## src/rtl/mem_arb_pkg.sv

```systemverilog
// Shared types for the unified-memory port arbiter.
// Latch struct widths follow the core's 32-bit address/data bus.
package mem_arb_pkg;

  localparam int MEM_LAT_MAX = 4;
  localparam int ARB_ADDR_W  = 32;
  localparam int ARB_DATA_W  = 32;

  typedef enum logic [2:0] {
    IDLE,
    ISSUE,
    WAIT,
    CAPT,
    RESP
  } arb_state_e;

  typedef enum logic {
    REQ_FETCH,
    REQ_DATA
  } req_id_e;

  typedef struct packed {
    req_id_e                 id;
    logic [ARB_ADDR_W-1:0]   addr;
    logic                    we;
    logic [ARB_DATA_W/8-1:0] be;
    logic [ARB_DATA_W-1:0]   wdata;
  } lat_t;

endpackage

```

## src/rtl/mem_arb_grant.sv

```systemverilog
// Grant decision between fetch and data requesters.
// MEM_ARB_RR_EN selects strict alternation; otherwise data priority with starve guard.
module mem_arb_grant
  import mem_arb_pkg::*;
#(
  parameter int STARVE_MAX = 4
) (
  input  logic clk,
  input  logic rst,
  input  logic idle,
  input  logic if_valid,
  input  logic d_valid,
  output logic grant_if,
  output logic grant_d
);

`ifdef MEM_ARB_RR_EN
  req_id_e last_q, last_d;

  always_comb begin
    grant_if = idle && if_valid &&
               (!d_valid || last_q == REQ_DATA);
    grant_d  = idle && d_valid && !grant_if;
    last_d   = last_q;
    if (grant_if)
      last_d = REQ_FETCH;
    else if (grant_d)
      last_d = REQ_DATA;
  end

  always_ff @(posedge clk) begin
    if (!rst)
      last_q <= REQ_FETCH;
    else
      last_q <= last_d;
  end
`else
  logic [3:0] starve_q, starve_d;
  logic       starved;

  assign starved = starve_q >= 4'(STARVE_MAX);

  always_comb begin
    grant_if = idle && if_valid && (!d_valid || starved);
    grant_d  = idle && d_valid && !grant_if;
    starve_d = starve_q;
    if (grant_if)
      starve_d = '0;
    else if (grant_d && if_valid)
      starve_d = starve_q + 4'd1;
  end

  always_ff @(posedge clk) begin
    if (!rst)
      starve_q <= '0;
    else
      starve_q <= starve_d;
  end
`endif

endmodule

```

## src/rtl/mem_port_arbiter.sv

```systemverilog
// Shares one single-port memory between fetch and load/store, one access at a time.
// Define MEM_ARB_RR_EN for round-robin arbitration instead of data priority.
module mem_port_arbiter
  import mem_arb_pkg::*;
#(
  parameter int ADDR_W     = ARB_ADDR_W,
  parameter int DATA_W     = ARB_DATA_W,
  parameter int MEM_LAT    = 1,
  parameter int STARVE_MAX = 4
) (
  input  logic                clk,
  input  logic                rst,
  input  logic                if_req_valid,
  output logic                if_req_ready,
  input  logic [ADDR_W-1:0]   if_req_addr,
  output logic                if_rsp_valid,
  output logic [DATA_W-1:0]   if_rsp_data,
  input  logic                d_req_valid,
  output logic                d_req_ready,
  input  logic                d_req_we,
  input  logic [DATA_W/8-1:0] d_req_be,
  input  logic [ADDR_W-1:0]   d_req_addr,
  input  logic [DATA_W-1:0]   d_req_wdata,
  output logic                d_rsp_valid,
  output logic [DATA_W-1:0]   d_rsp_data,
  output logic                mem_en,
  output logic                mem_we,
  output logic [DATA_W/8-1:0] mem_be,
  output logic [ADDR_W-1:0]   mem_addr,
  output logic [DATA_W-1:0]   mem_wdata,
  input  logic [DATA_W-1:0]   mem_rdata,
  output logic                busy
);

  localparam int WAIT_W = $clog2(MEM_LAT_MAX);

  arb_state_e         state_q, state_d;
  lat_t               lat_q, lat_d;
  logic [WAIT_W-1:0]  wait_q, wait_d;
  logic [DATA_W-1:0]  if_rsp_q, if_rsp_d;
  logic [DATA_W-1:0]  d_rsp_q, d_rsp_d;
  logic [DATA_W-1:0]  cap_data;
  logic               idle;
  logic               grant_if, grant_d;

  // No grant while reset is held, so nothing is accepted across it.
  assign idle = (state_q == IDLE) && rst;

  mem_arb_grant #(
    .STARVE_MAX(STARVE_MAX)
  ) u_grant (
    .clk     (clk),
    .rst     (rst),
    .idle    (idle),
    .if_valid(if_req_valid),
    .d_valid (d_req_valid),
    .grant_if(grant_if),
    .grant_d (grant_d)
  );

  assign cap_data = lat_q.we ? '0 : mem_rdata;

  always_comb begin
    state_d  = state_q;
    lat_d    = lat_q;
    wait_d   = wait_q;
    if_rsp_d = if_rsp_q;
    d_rsp_d  = d_rsp_q;
    unique case (state_q)
      IDLE: begin
        if (grant_if) begin
          lat_d.id    = REQ_FETCH;
          lat_d.addr  = if_req_addr;
          lat_d.we    = 1'b0;
          lat_d.be    = '1;
          lat_d.wdata = '0;
          state_d     = ISSUE;
        end else if (grant_d) begin
          lat_d.id    = REQ_DATA;
          lat_d.addr  = d_req_addr;
          lat_d.we    = d_req_we;
          lat_d.be    = d_req_be;
          lat_d.wdata = d_req_wdata;
          state_d     = ISSUE;
        end
      end
      ISSUE: begin
        if (MEM_LAT > 1) begin
          wait_d  = WAIT_W'(MEM_LAT - 2);
          state_d = WAIT;
        end else begin
          state_d = CAPT;
        end
      end
      WAIT: begin
        if (wait_q == '0)
          state_d = CAPT;
        else
          wait_d = wait_q - 1'b1;
      end
      CAPT: begin
        if (lat_q.id == REQ_FETCH)
          if_rsp_d = cap_data;
        else
          d_rsp_d = cap_data;
        state_d = RESP;
      end
      RESP: state_d = IDLE;
      default: state_d = IDLE;
    endcase
  end

  always_ff @(posedge clk) begin
    if (!rst) begin
      state_q  <= IDLE;
      lat_q    <= '0;
      wait_q   <= '0;
      if_rsp_q <= '0;
      d_rsp_q  <= '0;
    end else begin
      state_q  <= state_d;
      lat_q    <= lat_d;
      wait_q   <= wait_d;
      if_rsp_q <= if_rsp_d;
      d_rsp_q  <= d_rsp_d;
    end
  end

  assign if_req_ready = grant_if;
  assign d_req_ready  = grant_d;
  assign busy         = state_q != IDLE;

  assign mem_en    = state_q == ISSUE;
  assign mem_we    = mem_en && lat_q.we;
  assign mem_be    = mem_en ? lat_q.be : '0;
  assign mem_addr  = mem_en ? lat_q.addr : '0;
  assign mem_wdata = mem_en ? lat_q.wdata : '0;

  assign if_rsp_valid = (state_q == RESP) && (lat_q.id == REQ_FETCH);
  assign d_rsp_valid  = (state_q == RESP) && (lat_q.id == REQ_DATA);
  assign if_rsp_data  = if_rsp_q;
  assign d_rsp_data   = d_rsp_q;

endmodule
```

## config.mk

```make
export PLATFORM = sky130hd
export DESIGN_NAME = mem_port_arbiter
export DESIGN_NICKNAME = d
export VERILOG_FILES = /design/src/rtl/mem_arb_pkg.sv /design/src/rtl/mem_arb_grant.sv /design/src/rtl/mem_port_arbiter.sv
export SDC_FILE = /design/constraint.sdc
export NUM_CORES = 1
export LEC_CHECK = 0
export ABC_AREA = 1
export CORE_UTILIZATION = 42
export CTS_CLUSTER_SIZE = 24
export DETAILED_ROUTE_END_ITERATION = 8
export HOLD_SLACK_MARGIN = 0.06
export PLACE_DENSITY_LB_ADDON = 0.2
export REMOVE_ABC_BUFFERS = 1
export SYNTH_ARGS = -nofsm -noshare
export SYNTH_HDL_FRONTEND = slang
export SYNTH_SLANG_ARGS = --single-unit
```

## constraint.sdc

```tcl
create_clock -name clk -period 1.8 [get_ports clk]
set_input_delay 0.36 -clock clk [delete_from_list [all_inputs] [get_ports clk]]
set_output_delay 0.36 -clock clk [all_outputs]
set_load 0.005 [all_outputs]
```

* Yosys cells after proc, flatten, opt, wreduce, memory -nomap -nowiden
Cells that the tools add are included.
Storage, ports and cells: register bits after elaboration 143, bits of input ports 137, output and inout bits 139, word-level logic and storage cells 54
Operators by class: add/sub/neg operators 2, $lt $le $gt $ge 1, equal/unequal tests 6, muxes and demuxes 10, bitwise gates (word level) 3, reduce and logical (&&, ||, !) cells 22
Operator list (count):
- $mux 70 | 2
- $mux 32 | 3
- $pmux 3 s4 | 1
- $reduce_and 2->1 | 5
- $logic_and 1x1->1 | 9
- $mux 3 | 3
- $eq 3x2->1 const B | 2
- $add 4x1->4 const B | 1
- $ge 4x3->1 const B | 1
- $mux 4 | 1
- $eq 3x1->1 const B | 1
- $eq 3x3->1 const B | 1
- $logic_not 3->1 | 1
- $ne 3x3->1 const B | 1
- $not 1->1 | 3
- $reduce_bool 3->1 | 1
- $logic_not 1->1 | 2
- $logic_not 2->1 | 1
- $ne 2x2->1 const B | 1
- $reduce_bool 2->1 | 1
- $reduce_or 2->1 | 1
- $sub 2x1->2 const B | 1
- $logic_or 1x1->1 | 1

* Longest topological paths before layout
Gate-level depths: netlist (run 1).
depth in word-level cells 9, mapped depth 9, depth with buffers taken out 8

* By module
From an unflattened synthesis (run 1), not the netlist that was laid out.
Unflattened totals: cells, all modules 1092, area total of the unflattened synthesis 6794.0 µm²
Modules (own cells, without submodules):
- mem_port_arbiter | instances 1, cells each 1057, area an instance 6563.8 µm², sequential area each 2782.7 µm²
- mem_arb_grant | instances 1, cells each 35, area an instance 230.2 µm², sequential area each 80.1 µm²

* Worst setup path before layout (run 1)
OpenSTA, ideal clock, no wires.
kind reg-to-output, start point register state_q[0], end point output port mem_wdata[21], arrival 1.238 ns, data required time 1.440 ns, slack 0.202 ns, cell stages (with the launch flop) 7, buffers on the path 2, path through dfxtp_1 inv_1 nor3_1 inv_2 buf_2 buf_6 nor2_1
On the way: cells in the longest elaborated chain, start to end 2
RTL lines:
- start, declared | line mem_port_arbiter.sv:37 | arb_state_e state_q, state_d;
- start signal, assigned | line mem_port_arbiter.sv:121 | state_q <= state_d;
- $eq 3x1->1 | line mem_port_arbiter.sv:133 | assign mem_en = state_q == ISSUE;
- named net mem_en | line mem_port_arbiter.sv:26 | output logic mem_en,
- $mux 32 | line mem_port_arbiter.sv:137 | assign mem_wdata = mem_en ? lat_q.wdata : '0;
- end, declared | line mem_port_arbiter.sv:30 | output logic [DATA_W-1:0] mem_wdata,
The timed path passes the listed nets, and every way through them passes these cells.

* Worst setup path after layout (run 1)
start point register state_q[2], end point output port mem_addr[31]
On the way: cells in the longest elaborated chain, start to end 2
RTL lines:
- $eq 3x1->1 | line mem_port_arbiter.sv:133
- $mux 32 | line mem_port_arbiter.sv:136 | assign mem_addr = mem_en ? lat_q.addr : '0;
- end, declared | line mem_port_arbiter.sv:29 | output logic [ADDR_W-1:0] mem_addr,
No other way between the ends.

==> run summary, run 1 <==
Share of cells above drive strength 1 -> 0.180
Design area -> 10200 um2
Final GP Congestion -> 0.782
Via/cell ratio -> 4.74
Lkg Pwr -> 0.00449 uW
Critical Path RT -> 1440 ps
Worst vdd ir -> 0.699 mV
Global-route wire length before repair -> 31400 um
Setup crit start kind -> flip-flop
Core area -> 14600 um2
Clock Pin Slew Worst Setup and Hold Paths -> 60 ps
Placed Cells incl. Taps -> 1378
Tightest Pin Transition -> 594 ps
Initial antenna violation count -> 1
CTS tree -> built
Die area -> 15500 um2
Root buffer cell -> clkbuf_16
CP peak stage delay -> 340 ps
Largest fanout on the critical path -> 6
Crit Path Class -> flip-flop to output pin
YS warnings -> 0
Hold WC Path Type -> input pin to flip-flop
Top_reg_cell synth -> dfxtp_1
I/O pin count -> 276
Period utilisation layout -> 1.08
Synth Area in Simple Gates -> 0.292
Final Skew -> 6.93 ps
Status -> complete, but fails checks
CTS H-tree depth -> 4
Detail Route Antenna Nets -> 0
Pin count of the biggest net entering global routing -> 70
Grt total ovfl -> 0
Worst-skew pair later-pin latency -> 420 ps
Drt initial violations -> 368
Non-Filler Instances -> 1426
RSZ-0062 raised after global routing -> true
Clk buf depth -> 2
Ys async rst share -> 0
Initial core utilization -> 0.432
Pwr Density -> 994 nW/um2
Slowest-stage cell, CP -> dfxtp_2
Sequential share of the synthesized area -> 0.454
Arr. time, crit path -> 1580 ps
# hold bufs at CTS -> 0
Placement Cell Area -> 9350 um2
Post-synthesis mux area share -> 0
Cells after Synth -> 943
Most frequent cells in the layout -> clkdlybuf4s50_1, nor2_1, nand2_1
Most common cell after layout, fill and taps aside -> clkdlybuf4s50_1
Layout area overhead -> 61.7%
Relative slew slack -> 0.604
Flops & latches, synth -> 143
Gr usage total -> 0.250
Router iterations before antenna repair -> 5
Crit. End Element -> output pin
Post-synth EDFFs -> 0
Std cell rows -> 44
XOR/XNOR share of the synthesized area -> 0
Max Fclk -> 516 MHz
Die Width -> 125 um
Final HPWL DP -> 12800 um
Synthesized area per cell -> 6.69 um2
Maxcap violations -> 0
Clock buffer count from CTS -> 17
Crit-path cells -> nor3_4, inv_4, buf_6, clkbuf_16, nor2_4, buf_2
Fill cells -> 1262
Nets -> 1367
Crit path max-delay family -> buffers and inverters
Die height -> 125 um
Largest family of logic cells by synthesized area -> simple AND/OR/NAND/NOR gates
R2R Setup Slk -> 60 ps
DR WL/cell -> 13.7 um
Number of global-route vias before repair -> 6455
Slew Limit Fails -> 0
Compound-gate portion of the synthesized area -> 0.123
Setup WS post-layout -> -139 ps
Yosys cell types -> 29
Failing checks -> setup timing
Synth Area in Adders -> 0.00397
CTS sink count -> 143
Min Tclk post-route -> 1940 ps
# port buffers -> 275
Via count -> 6759
Count of final setup violators -> 55
CP Buf/Inv Count -> 4
Remaining DRCs -> 0
Total negative slack -> -5040 ps
Final Hold Viols -> 0
Synthesized cell area -> 6300 um2
Drt total wl -> 19500 um
Setup WS pre-CTS -> -397 ps
==> routing by layer <==
metal,part of all wire,wire (um),vias up,GRT usage
met5,0,0,-,0
met4,0.017,337,0,0.0858
met3,0.074,1450,26,0.0782
met2,0.50,9720,234,0.446
met1,0.41,7990,3020,0.279
li1,-,-,3479,-
==> worst min-delay path: stages <==
cell and delay (ps):
buf_2 150, inv_1 150, a211oi_1 70
==> registers in the layout (all words and copies together) (netlist names) <==
| signal | flops |
|---|---|
| d_rsp_data | 32 |
| lat_q | 70 |
| u_grant.starve_q | 4 |
| if_rsp_data | 32 |
| state_q | 3 |
| wait_q | 2 |
==> cells in the mapped netlist, types with 2 or more instances <==
| library cell | instances | area, um2 |
|---|---|---|
| nor2_2 | 5 | 31.3 |
| clkbuf_1 | 22 | 82.6 |
| o21ai_0 | 67 | 335 |
| buf_4 | 5 | 37.5 |
| a21oi_1 | 75 | 375 |
| buf_1 | 3 | 11.3 |
| dfxtp_1 | 143 | 2860 |
| buf_6 | 4 | 45.0 |
| ha_1 | 2 | 25.0 |
| o21ai_1 | 4 | 20.0 |
| nand2_1 | 157 | 589 |
| nor2_1 | 218 | 818 |
| inv_1 | 126 | 473 |
| inv_2 | 5 | 18.8 |
| nand3_1 | 67 | 335 |
| buf_2 | 24 | 120 |
| nor3_1 | 4 | 20.0 |
==> cell families (layout without fill, tap and decap cells) <==
kind of cell	count (synthesis)	in the layout
adders and majority gates	2	2
other	0	1
DFF	143	143
buffers and inverters	191	489
AOI/OAI and AO/OA	151	151
and+or+nand+nor	456	456
==> through the flow <==
step / total power [uW] / util / hold WS, ps
finish: 10100 / 0.699 / 357
global route: 10600 / 0.699 / 384
CTS: 10000 / 0.686 / 331
detailed placement: 5960 / 0.641 / 434
global placement: 5930 / 0.641 / 419
floorplan: 4690 / - / 409
==> where the power goes <==
part	total, uW	internal, uW	switching [uW]
combinational	2730	1310	1420
clock	3780	2400	1370
sequential	3620	3470	150
total	10100	7180	2950
==> worst paths after layout <==
kind	depth (start not counted)	startpoint	endpoint
hold / removal	3	rst	lat_q[69]$_SDFFE_PN0P_
setup / recovery	6	state_q[2]$_SDFFE_PN0P_	mem_addr[31]
setup reg to reg	10	state_q[2]$_SDFFE_PN0P_	lat_q[57]$_SDFFE_PN0P_
hold reg to reg	2	u_grant.starve_q[3]$_SDFFE_PP0P_	u_grant.starve_q[3]$_SDFFE_PP0P_
==> what timing repair did <==
item / in CTS / in global routing
resized for setup: 332 / 58
cloned: 3 / 3
setup buffers: 13 / 2
pin swaps: 5 / 5
endpoints found under the setup margin: 75 / 75
==> area by class of cell <==
class,count,area [um2],share of cell area
Antenna cell,1,2.50,0.000245
Clock buffer,20,457,0.0448
Clock inverter,12,181,0.0178
Inverter,132,500,0.0491
Multi-Input combinational cell,609,2900,0.285
Sequential cell,143,2870,0.281
Tap cell,184,230,0.0226
Timing Repair Buffer,325,3060,0.300
Power figures use the tool's default switching activity.
==> inputs of run 2 (changes only) <==
--- a/config.mk
+++ b/config.mk
@@ -6,7 +6,8 @@
 export NUM_CORES = 1
 export LEC_CHECK = 0
 export ABC_AREA = 1
-export CORE_UTILIZATION = 42
+export CORE_MARGIN = 8
+export CORE_UTILIZATION = 44
 export CTS_CLUSTER_SIZE = 24
 export DETAILED_ROUTE_END_ITERATION = 8
 export HOLD_SLACK_MARGIN = 0.06
@@ -14,4 +15,5 @@
 export REMOVE_ABC_BUFFERS = 1
 export SYNTH_ARGS = -nofsm -noshare
 export SYNTH_HDL_FRONTEND = slang
+export SYNTH_HIERARCHICAL = 1
 export SYNTH_SLANG_ARGS = --single-unit
==> run summary, run 2 <==
Status -> complete, but fails checks (unchanged)
Failing checks -> setup timing (unchanged)
I/O pin count -> 276 (unchanged)
Clock Pin Slew Worst Setup and Hold Paths -> 60 ps (about the same)
Via/cell ratio -> 5.29 (was 4.74)
Synth area leaders -> dfxtp_1, nand2_1, nor2_1 (was dfxtp_1, nor2_1, nand2_1)
Max Fclk -> 461 MHz (was 516 MHz)
Count of final setup violators -> 143 (was 55)
Most frequent cells in the layout -> nand2_1, clkdlybuf4s50_1, nor2_1 (was clkdlybuf4s50_1, nor2_1, nand2_1)
Pwr Density -> 972 nW/um2 (was 994 nW/um2)
Detail Route Antenna Nets -> 0 (unchanged)
Number of global-route vias before repair -> 7920 (was 6455)
Post-synth EDFFs -> 0 (unchanged)
Worst-skew pair later-pin latency -> 420 ps (about the same)
Cells after Synth -> 1092 (was 943)
Worst Reg-to-Reg Cells -> 15 (was 10)
Die Width -> 140 um (was 125 um)
Crit Path Class -> input pin to flip-flop (was flip-flop to output pin)
Synthesized area per cell -> 6.22 um2 (was 6.69 um2)
Critical path depth -> 14 (was 6)
Crit path max-delay family -> buffers and inverters (unchanged)
Initial antenna violation count -> 2 (was 1)
Critical Path RT -> 2100 ps (was 1440 ps)
Largest fanout on the critical path -> 14 (was 6)
Router iterations before antenna repair -> 5 (unchanged)
Max FFs per register -> 70 (unchanged)
CP Buf/Inv Count -> 7 (was 4)
Die area -> 19700 um2 (was 15500 um2)
Global-route wire length before repair -> 41100 um (was 31400 um)
Hold_sp -> u_grant/starve_q[3]$_SDFFE_PP0P_ (was rst)
Clk buf depth -> 2 (unchanged)
Top_reg_cell synth -> dfxtp_1 (unchanged)
Hold EP -> u_grant/starve_q[3]$_SDFFE_PP0P_ (was lat_q[69]$_SDFFE_PN0P_)
Hold WC Path Type -> flip-flop to flip-flop (was input pin to flip-flop)
Arr. time, crit path -> 2460 ps (was 1580 ps)
Crit-path cells -> clkdlybuf4s50_1, nand2_1, nand2_4, inv_4, nor2_4, buf_6, inv_4, nand2_4, nand3_4, clkbuf_16, buf_12, buf_16, nor2_1, nor2_1 (was nor3_4, inv_4, buf_6, clkbuf_16, nor2_4, buf_2)
Largest area contributor in the synthesized netlist -> dfxtp_1 (unchanged)
Crit. End Element -> flip-flop (was output pin)
RSZ-0062 raised after global routing -> true (unchanged)
Flops & latches, synth -> 143 (unchanged)
Setup crit start kind -> input pin (was flip-flop)
Std cell rows -> 45 (was 44)
Drt total wl -> 30300 um (was 19500 um)
CP peak stage delay -> 600 ps (was 340 ps)
Grt total ovfl -> 0 (unchanged)
DR WL/cell -> 18.9 um (was 13.7 um)
Nets -> 1539 (was 1367)
CTS H-tree depth -> 4 (unchanged)
Maxcap violations -> 0 (unchanged)
CTS sink count -> 143 (unchanged)
Post-synth top area share -> 0.421 (was 0.454)
Ys async rst share -> 0 (unchanged)
Tightest Pin Transition -> 1100 ps (was 594 ps)
Total negative slack -> -25420 ps (was -5040 ps)
Die height -> 140 um (was 125 um)
Slew Limit Fails -> 0 (unchanged)
Layout area overhead -> 79.1% (was 61.7%)
Design area -> 12200 um2 (was 10200 um2)
Core area -> 15100 um2 (was 14600 um2)
Final Hold Viols -> 0 (unchanged)
Final Skew -> 11.5 ps (was 6.93 ps)
Gr usage total -> 0.261 (was 0.250)
Sequential share of the synthesized area -> 0.421 (was 0.454)
Pin count of the biggest net entering global routing -> 90 (was 70)
Fill cells -> 953 (was 1262)
Drt initial violations -> 621 (was 368)
Register bank with the most flops -> lat_q (unchanged)
Min Tclk post-route -> 2170 ps (was 1940 ps)
Final HPWL DP -> 15700 um (was 12800 um)
Via count -> 8485 (was 6759)
Most common cell after layout, fill and taps aside -> nand2_1 (was clkdlybuf4s50_1)
CTS tree -> built (unchanged)
FF-to-FF Start -> state_q[2]$_SDFFE_PN0P_ (unchanged)
Share of cells above drive strength 1 -> 0.280 (was 0.180)
Remaining DRCs -> 0 (unchanged)
Post-synth top cells -> nand2_1, nor2_1, inv_1 (was nor2_1, nand2_1, dfxtp_1)
Clock buffer count from CTS -> 17 (unchanged)
Most numerous cell in the Yosys netlist -> nand2_1 (was nor2_1)
Relative slew slack -> 0.264 (was 0.604)
Synthesized cell area -> 6790 um2 (was 6300 um2)
Root buffer cell -> clkbuf_16 (unchanged)
Final GP Congestion -> 0.851 (was 0.782)
Placement Cell Area -> 9870 um2 (was 9350 um2)
Slowest-stage cell, CP -> clkdlybuf4s50_1 (was dfxtp_2)
# hold bufs at CTS -> 0 (unchanged)
Power Total -> 11800 uW (was 10100 uW)
Initial core utilization -> 0.449 (was 0.432)
Lkg Pwr -> 0.00519 uW (was 0.00449 uW)
FF-to-FF End -> lat_q[56]$_SDFFE_PN0P_ (was lat_q[57]$_SDFFE_PN0P_)
YS warnings -> 6 (was 0)
R2R Setup Slk -> -340 ps (was 60 ps)
Yosys cell types -> 19 (was 29)
# port buffers -> 275 (unchanged)
Worst vdd ir -> 0.680 mV (was 0.699 mV)
Hold Path Stages -> 2 (was 3)
Setup WS post-layout -> -367 ps (was -139 ps)
Period utilisation layout -> 1.20 (was 1.08)
run 2: cell count changes in the layout (fill, tap and decap cells not counted), moves of 31 or more:
cell / before / now
nand3_1: 67 / 36
buf_6: 13 / 48
nand2_1: 157 / 224
nor2_4: 23 / 64
o21ai_0: 67 / 12
nand2_2: 0 / 45
nand4_1: 1 / 36
run 2: how the worst max path moves through the flow:
stage / to / slack (ps) / from
after CTS: lat_q[42]$_SDFFE_PN0P_ / -200 / state_q[0]$_SDFFE_PN0P_
final: lat_q[56]$_SDFFE_PN0P_ / -370 / d_req_valid
after global routing: lat_q[56]$_SDFFE_PN0P_ / -400 / state_q[2]$_SDFFE_PN0P_
after detailed placement: lat_q[21]$_SDFFE_PN0P_ / -330 / d_req_valid
after floorplan: lat_q[37]$_SDFFE_PN0P_ / -4760 / state_q[2]$_SDFFE_PN0P_
after global placement: lat_q[64]$_SDFFE_PN0P_ / -280 / d_req_valid
run 2: metrics by stage:
stage | hold WS [ps] | std cells | util | worst slack, ps
after floorplan | 420 | 1018 | - | -4760
final | 452 | 1603 | 0.803 | -367
after global placement | 428 | 1521 | 0.652 | -278
after detailed placement | 440 | 1521 | 0.652 | -329
after CTS | 449 | 1593 | 0.749 | -195
after global routing | 473 | 1603 | 0.803 | -402
run 2: area by class of cell:
cell class | instances | area (um2) | share of cell area
Tap cell | 188 | 235 | 0.0193
Clock buffer | 20 | 457 | 0.0375
Multi-Input combinational cell | 721 | 3980 | 0.327
Clock inverter | 12 | 110 | 0.00905
Timing Repair Buffer | 362 | 3910 | 0.322
Sequential cell | 143 | 2870 | 0.236
Inverter | 155 | 598 | 0.0492
Antenna cell | 2 | 5.00 | 0.000411
run 2: where the power goes:
part	switching, uW	internal (uW)
sequential	173	3490
clock	1410	1980
combinational	2600	2170
run 2: timing repair:
action / 4_1_cts / 5_1_grt
gates resized for setup: 470 / 204
endpoints found under the setup margin: 146 / 145
pin swaps: 44 / 47
cloned: 18 / 7
buffers inserted: 24 / 12
run 2: logic make-up after synthesis:
group,synth area share
AOI/OAI and AO/OA,0.0751
adders and majority gates,0.00368
buffers and inverters,0.134
DFF,0.421
and+or+nand+nor,0.366
run 2: worst reg2reg max path, cell delays in order, from the launching register on:
cell and delay, ps:
dfxtp_4 360, nor2_4 130, nand2_2 80, nor2_4 120, buf_6 130, nand2_4 60, nor2_4 100, buf_6 110
inv_4 30, nand2_4 70, nand3_4 110, clkbuf_16 210, buf_12 130, buf_16 150, nor2_1 160, nor2_1 80
run 2: routing by layer:
metal | GRT usage | routed length, um
met5 | 0 | 0
met4 | 0.120 | 1660
met3 | 0.0846 | 3060
met2 | 0.442 | 14800
met1 | 0.293 | 10900
==> inputs of run 3 (changes only) <==
--- a/config.mk
+++ b/config.mk
@@ -7,7 +7,7 @@
 export LEC_CHECK = 0
 export ABC_AREA = 1
 export CORE_MARGIN = 8
-export CORE_UTILIZATION = 44
+export CORE_UTILIZATION = 32
 export CTS_CLUSTER_SIZE = 24
 export DETAILED_ROUTE_END_ITERATION = 8
 export HOLD_SLACK_MARGIN = 0.06
==> constraint.sdc (replaced) <==
create_clock -name clk -period 1.8 [get_ports clk]
set_input_delay 0.36 -clock clk [delete_from_list [all_inputs] [get_ports clk]]
set_output_delay 0.36 -clock clk [all_outputs]
set_load 0.01 [all_outputs]
==> run summary, run 3 (same netlist as run 2, synthesis figures left out) <==
Root buffer cell -> clkbuf_16 (unchanged)
# hold bufs at CTS -> 0 (unchanged)
DR WL/cell -> 17.1 um (was 18.9 um)
Max FFs per register -> 70 (unchanged)
Crit-path cells -> buf_6, inv_4, nand3_4, buf_12, buf_8, buf_16, nor2_2, buf_2 (was clkdlybuf4s50_1, nand2_1, nand2_4, inv_4, nor2_4, buf_6, inv_4, nand2_4, nand3_4, clkbuf_16, buf_12, buf_16, nor2_1, nor2_1)
Via count -> 8011 (was 8485)
Layout area overhead -> 83.4% (was 79.1%)
Sw frac -> 0.345 (was 0.354)
Initial core utilization -> 0.324 (was 0.449)
Clock buffer count from CTS -> 17 (unchanged)
N_diodes -> 0 (was 2)
Die area -> 26200 um2 (was 19700 um2)
I/O pin count -> 276 (unchanged)
Detail Route Antenna Nets -> 0 (unchanged)
Drt initial violations -> 522 (was 621)
Clk buf depth -> 2 (unchanged)
Critical Path RT -> 1440 ps (was 2100 ps)
Initial antenna violation count -> 0 (was 2)
Count of final setup violators -> 143 (unchanged)
Most common cell after layout, fill and taps aside -> nand2_1 (unchanged)
Std cell rows -> 53 (was 45)
CTS sink count -> 143 (unchanged)
RSZ-0062 raised after global routing -> true (unchanged)
# port buffers -> 275 (unchanged)
Crit. End Element -> output pin (was flip-flop)
Worst-skew pair later-pin latency -> 420 ps (about the same)
Final Skew -> 8.71 ps (was 11.5 ps)
GR peak layer -> met2 (unchanged)
Largest fanout on the critical path -> 8 (was 14)
Setup WS pre-CTS -> -362 ps (was -329 ps)
Die height -> 162 um (was 140 um)
Pwr Density -> 969 nW/um2 (was 972 nW/um2)
Slew Limit Fails -> 0 (unchanged)
Tightest Pin Transition -> 1070 ps (was 1100 ps)
Lkg Pwr -> 0.00529 uW (was 0.00519 uW)
CTS tree -> built (unchanged)
Crit Path Class -> flip-flop to output pin (was input pin to flip-flop)
Setup WS post-layout -> -311 ps (was -367 ps)
Period utilisation layout -> 1.17 (was 1.20)
Reg power frac -> 0.300 (was 0.310)
Remaining DRCs -> 0 (unchanged)
Router iterations before antenna repair -> 5 (unchanged)
Logic pwr share -> 0.411 (was 0.404)
Status -> complete, but fails checks (unchanged)
Core area -> 21000 um2 (was 15100 um2)
Slowest-stage cell, CP -> dfxtp_2 (was clkdlybuf4s50_1)
Setup crit start kind -> flip-flop (was input pin)
Number of global-route vias before repair -> 7819 (was 7920)
Worst vdd ir -> 0.673 mV (was 0.680 mV)
Arr. time, crit path -> 1750 ps (was 2460 ps)
Final Hold Viols -> 0 (unchanged)
Relative slew slack -> 0.288 (was 0.264)
CP Buf/Inv Count -> 6 (was 7)
Met2 Use GR -> 0.349 (was 0.442)
Grt total ovfl -> 0 (unchanged)
Pin count of the biggest net entering global routing -> 90 (unchanged)
Min Tclk post-route -> 2110 ps (was 2170 ps)
Most frequent cells in the layout -> nand2_1, clkdlybuf4s50_1, nor2_1 (unchanged)
Nets -> 1555 (was 1539)
Share of cells above drive strength 1 -> 0.258 (was 0.280)
Design area -> 12500 um2 (was 12200 um2)
CTS H-tree depth -> 4 (unchanged)
Global-route wire length before repair -> 43900 um (was 41100 um)
Final HPWL DP -> 16400 um (was 15700 um)
Maxcap violations -> 0 (unchanged)
Met1 global-route usage -> 0.252 (was 0.293)
Clock Pin Slew Worst Setup and Hold Paths -> 60 ps (about the same)
Max Fclk -> 474 MHz (was 461 MHz)
Hold WC Path Type -> flip-flop to flip-flop (unchanged)
Register bank with the most flops -> lat_q (unchanged)
CP peak stage delay -> 330 ps (was 600 ps)
Met3 Usage GRT -> 0.0840 (was 0.0846)
Via/cell ratio -> 4.70 (was 5.29)
Crit path max-delay family -> buffers and inverters (unchanged)
Gr usage total -> 0.212 (was 0.261)
Final GP Congestion -> 0.781 (was 0.851)
Clk pwr share -> 0.288 (was 0.286)
Placement Cell Area -> 9980 um2 (was 9870 um2)
Failing checks -> setup timing (unchanged)
Die Width -> 162 um (was 140 um)
Drt total wl -> 29200 um (was 30300 um)
P_sw -> 4170 uW (was 4190 uW)
Internal power -> 7910 uW (was 7640 uW)
[run 3: final cells by class]
cell class              count  area (um2)
fillers                  1869        8490
flip-flops and latches    143        2870
clock buffers              19         433
well taps                 275         344
repair buffers            379        4300
multi-input cells         720        3780
inverters                 155         601
clock inverters            13         138
[run 3: tightest hold or removal path, stage by stage (launching register included)]
cell,delay [ps]
dfxtp_1,320
inv_1,50
nor2_1,30
[run 3: through the flow]
step / setup TNS (ps) / hold slack [ps] / std cells / util / power [uW]
3_3_place_gp: -33430 / 429 / 1609 / 0.476 / 6440
5_1_grt: -42990 / 469 / 1704 / 0.595 / 12700
3_5_place_dp: -36320 / 433 / 1609 / 0.476 / 6470
4_1_cts: -29940 / 443 / 1688 / 0.551 / 11400
6_report: -29350 / 441 / 1704 / 0.595 / 12100
2_1_floorplan: -431080 / 420 / 1018 / - / 5090
[run 3: per-layer routing]
metal / routed length [um] / part of all wire
met5: 0 / 0
met4: 687 / 0.024
met3: 2750 / 0.094
met2: 14000 / 0.48
met1: 11700 / 0.40
[run 3: repair_timing]
action	4_1_cts	5_1_grt
setup endpoints to repair	146	146
setup buffers	27	17
gates cloned	21	6
resized for setup	453	223
pin swaps	14	25
[run 3: worst paths after layout]
check / startpoint / endpoint / slack [ps] / cells past startpoint
hold reg to reg: u_grant/starve_q[3]$_SDFFE_PP0P_ / u_grant/starve_q[3]$_SDFFE_PP0P_ / 440 / 2
setup / recovery: state_q[2]$_SDFFE_PN0P_ / mem_addr[5] / -310 / 8
hold / removal: u_grant/starve_q[3]$_SDFFE_PP0P_ / u_grant/starve_q[3]$_SDFFE_PP0P_ / 440 / 2
setup reg to reg: state_q[2]$_SDFFE_PN0P_ / lat_q[45]$_SDFFE_PN0P_ / -250 / 18
[run 3: power by group through the flow]
stage / sequential, uW / clock [uW] / combinational [uW]
2_1_floorplan: 3730 / 0 / 1360
3_3_place_gp: 3660 / 0 / 2780
3_5_place_dp: 3670 / 0 / 2790
4_1_cts: 3610 / 3550 / 4270
5_1_grt: 3660 / 3700 / 5310
6_report: 3630 / 3480 / 4970
==> variant (config.mk and constraints of run 3) <==
The 5 states of `arb_state_e` get a one-hot encoding in 5 bits.
--- a/src/rtl/mem_arb_pkg.sv
+++ b/src/rtl/mem_arb_pkg.sv
@@ -6,12 +6,12 @@
   localparam int ARB_ADDR_W  = 32;
   localparam int ARB_DATA_W  = 32;
 
-  typedef enum logic [2:0] {
-    IDLE,
-    ISSUE,
-    WAIT,
-    CAPT,
-    RESP
+  typedef enum logic [4:0] {
+    IDLE  = 5'b00001,
+    ISSUE = 5'b00010,
+    WAIT  = 5'b00100,
+    CAPT  = 5'b01000,
+    RESP  = 5'b10000
   } arb_state_e;
 
   typedef enum logic {
Behaviour: same outputs for any inputs over 10 cycles, from zero or initial values and one cycle with rst low; not proved beyond that.
==> variant against run 3 <==
The flow still finishes with violations (setup timing); utilization is 1.5 points higher; total power is 16% lower; wire length is 2.2% lower; design area is 2.8% higher; first-iteration DRC count is 27% lower; synthesized cell count is 3.1% lower; area after synthesis is 0.72% higher; sequential cell count is 1 lower; worst setup slack worse by 26 ps.
==> variant: results (changes against run 3) <==
Run status
  • Status: finished, violations left
  • Failing checks: setup timing

STA
  • Setup TNS: -33770 ps (-4424 ps)
  • Final setup violation count: 146 (+2.1%)
  • Worst slew margin relative to its limit: 66.67% (+38 points)
  • Worst Skew: 10.12 ps (+1.409 ps)
  • Final hold slack: 447.9 ps (+6.559 ps)
  • Fin worst setup slack: -337.7 ps (-26.24 ps)

Yosys
  • Share of the synthesized area in compound gates (AO/OA/AOI/OAI): 9.691% (+2.2 points)
  • Adder and majority gate portion of the synthesized area: 0.1828% (-0.19 points)
  • Synthesized instance count: 1058 (-3.1%)
  • Leading post-synthesis cells by instance count: sky130_fd_sc_hd__nand2_1 (244), sky130_fd_sc_hd__nor2_1 (152), sky130_fd_sc_hd__inv_1 (147)
  • Sequential cell area fraction in the yosys report: 41.54% (-0.59 points)
  • Cells taking the most area after synthesis: sky130_fd_sc_hd__dfxtp_1 (42%), sky130_fd_sc_hd__nand2_1 (13%), sky130_fd_sc_hd__a21oi_1 (9.6%), sky130_fd_sc_hd__nor2_1 (8.3%), sky130_fd_sc_hd__inv_1 (8.1%)

Setup path
  • Critical path capture point: mem_addr[17]
  • Max FO, Critical Path: 7 (-1)
  • Reg-to-Reg Start: state_q[4]
  • Data arrival, critical path: 1780 ps (+30 ps)
  • Launching element of the worst setup path: state_q[4]
  • Capturing point of the worst reg2reg path: lat_q[66]
  • Number of cells on the worst reg-to-reg path: 18 (unchanged)
  • Reg-to-reg setup timing slack: -290 ps (-40 ps)

Place
  • Post-Place Setup Slack: -494.7 ps (-132.8 ps)
  • Total placed instance area: 10100 um2 (+1.2%)
  • Total instance count after detailed placement: 1576 (-2.1%)
  • Total half-perimeter wirelength after legalization and detailed placement: 17.20 mm (+4.6%)
  • Routability congestion estimate from global placement: 0.8048 (+3.1%)

Drt
  • Iter 0 DRT Violations: 382 (-27%)
  • Detailed-route wire length: 28.54 mm (-2.2%)
  • Average wire length per cell after detail routing: 17.18 um (+0.34%)
  • Via count: 7918 (-1.2%)

Finish
  • Fraction of layout cells with a size suffix above 1: 34.42% (+8.6 points)
  • Fillers: 1896 (+1.4%)
  • Final #Nets: 1511 (-2.8%)

Global routing
  • All-Layer GR Usage: 20.50% (-0.71 points)
  • First-pass GRT wire length: 42.96 mm (-2.2%)

Hold path
  • Hold Startpoint: u_grant/starve_q[3]
  • Worst min-delay path category: register to register

Power and ir drop
  • Leak: 5.070 nW (-4.1%)
  • Worst IR Drop VDD: 0.0005238 V (-22%)
-- variant: cell count changes in the layout (fill, tap and decap cells not counted), moves of 12 or more --
cell                      change
sky130_fd_sc_hd__o21ai_0     -12
sky130_fd_sc_hd__nand3_4     +13
sky130_fd_sc_hd__nand2_4     +52
sky130_fd_sc_hd__a21oi_2     +53
sky130_fd_sc_hd__buf_2       +24
sky130_fd_sc_hd__nor2_1      -56
sky130_fd_sc_hd__nand3_2     +26
sky130_fd_sc_hd__nand2_1     -93
sky130_fd_sc_hd__nand4_1     +30
sky130_fd_sc_hd__nor2_4      -43
sky130_fd_sc_hd__buf_6       -25
-- variant: report_power, final --
part           switching [mW]  internal [mW]  total, mW
logic                    1.61           1.41       3.02
clock network            1.46           2.20       3.66
registers               0.145           3.32       3.46
total                    3.22           6.93       10.1
-- variant: repair_timing --
action / 4_1_cts / 5_1_grt
buffers inserted: 24 / 21
endpoints found under the setup margin: 149 / 212
gates cloned: 18 / 3
gates resized for setup: 501 / 270
pin swaps: 60 / 52
-- variant: tightest hold or removal path, stage by stage, from the launching register on --
cell and delay [ps]:
sky130_fd_sc_hd__dfxtp_1 320, sky130_fd_sc_hd__inv_1 50, sky130_fd_sc_hd__nor2_1 40
-- variant: metal layers --
layer / vias up / wire [um] / track usage, %
met4: 0 / 437 / 7.029
met5: - / 0 / 0
li1: 3953 / - / -
met2: 269 / 14040 / 33.54
met1: 3670 / 11570 / 24.38
met3: 26 / 2488 / 7.391
-- variant: cell type report --
type                    instances  area (um2)  share of cell area (%)
multi-input cells             681        4344                   33.90
repair buffers                378        4096                   31.97
flip-flops and latches        142        2850                   22.24
inverters                     153       580.6                   4.531
clock buffers                  20       436.7                   3.408
well taps                     275       344.1                   2.685
clock inverters                12       161.4                   1.260
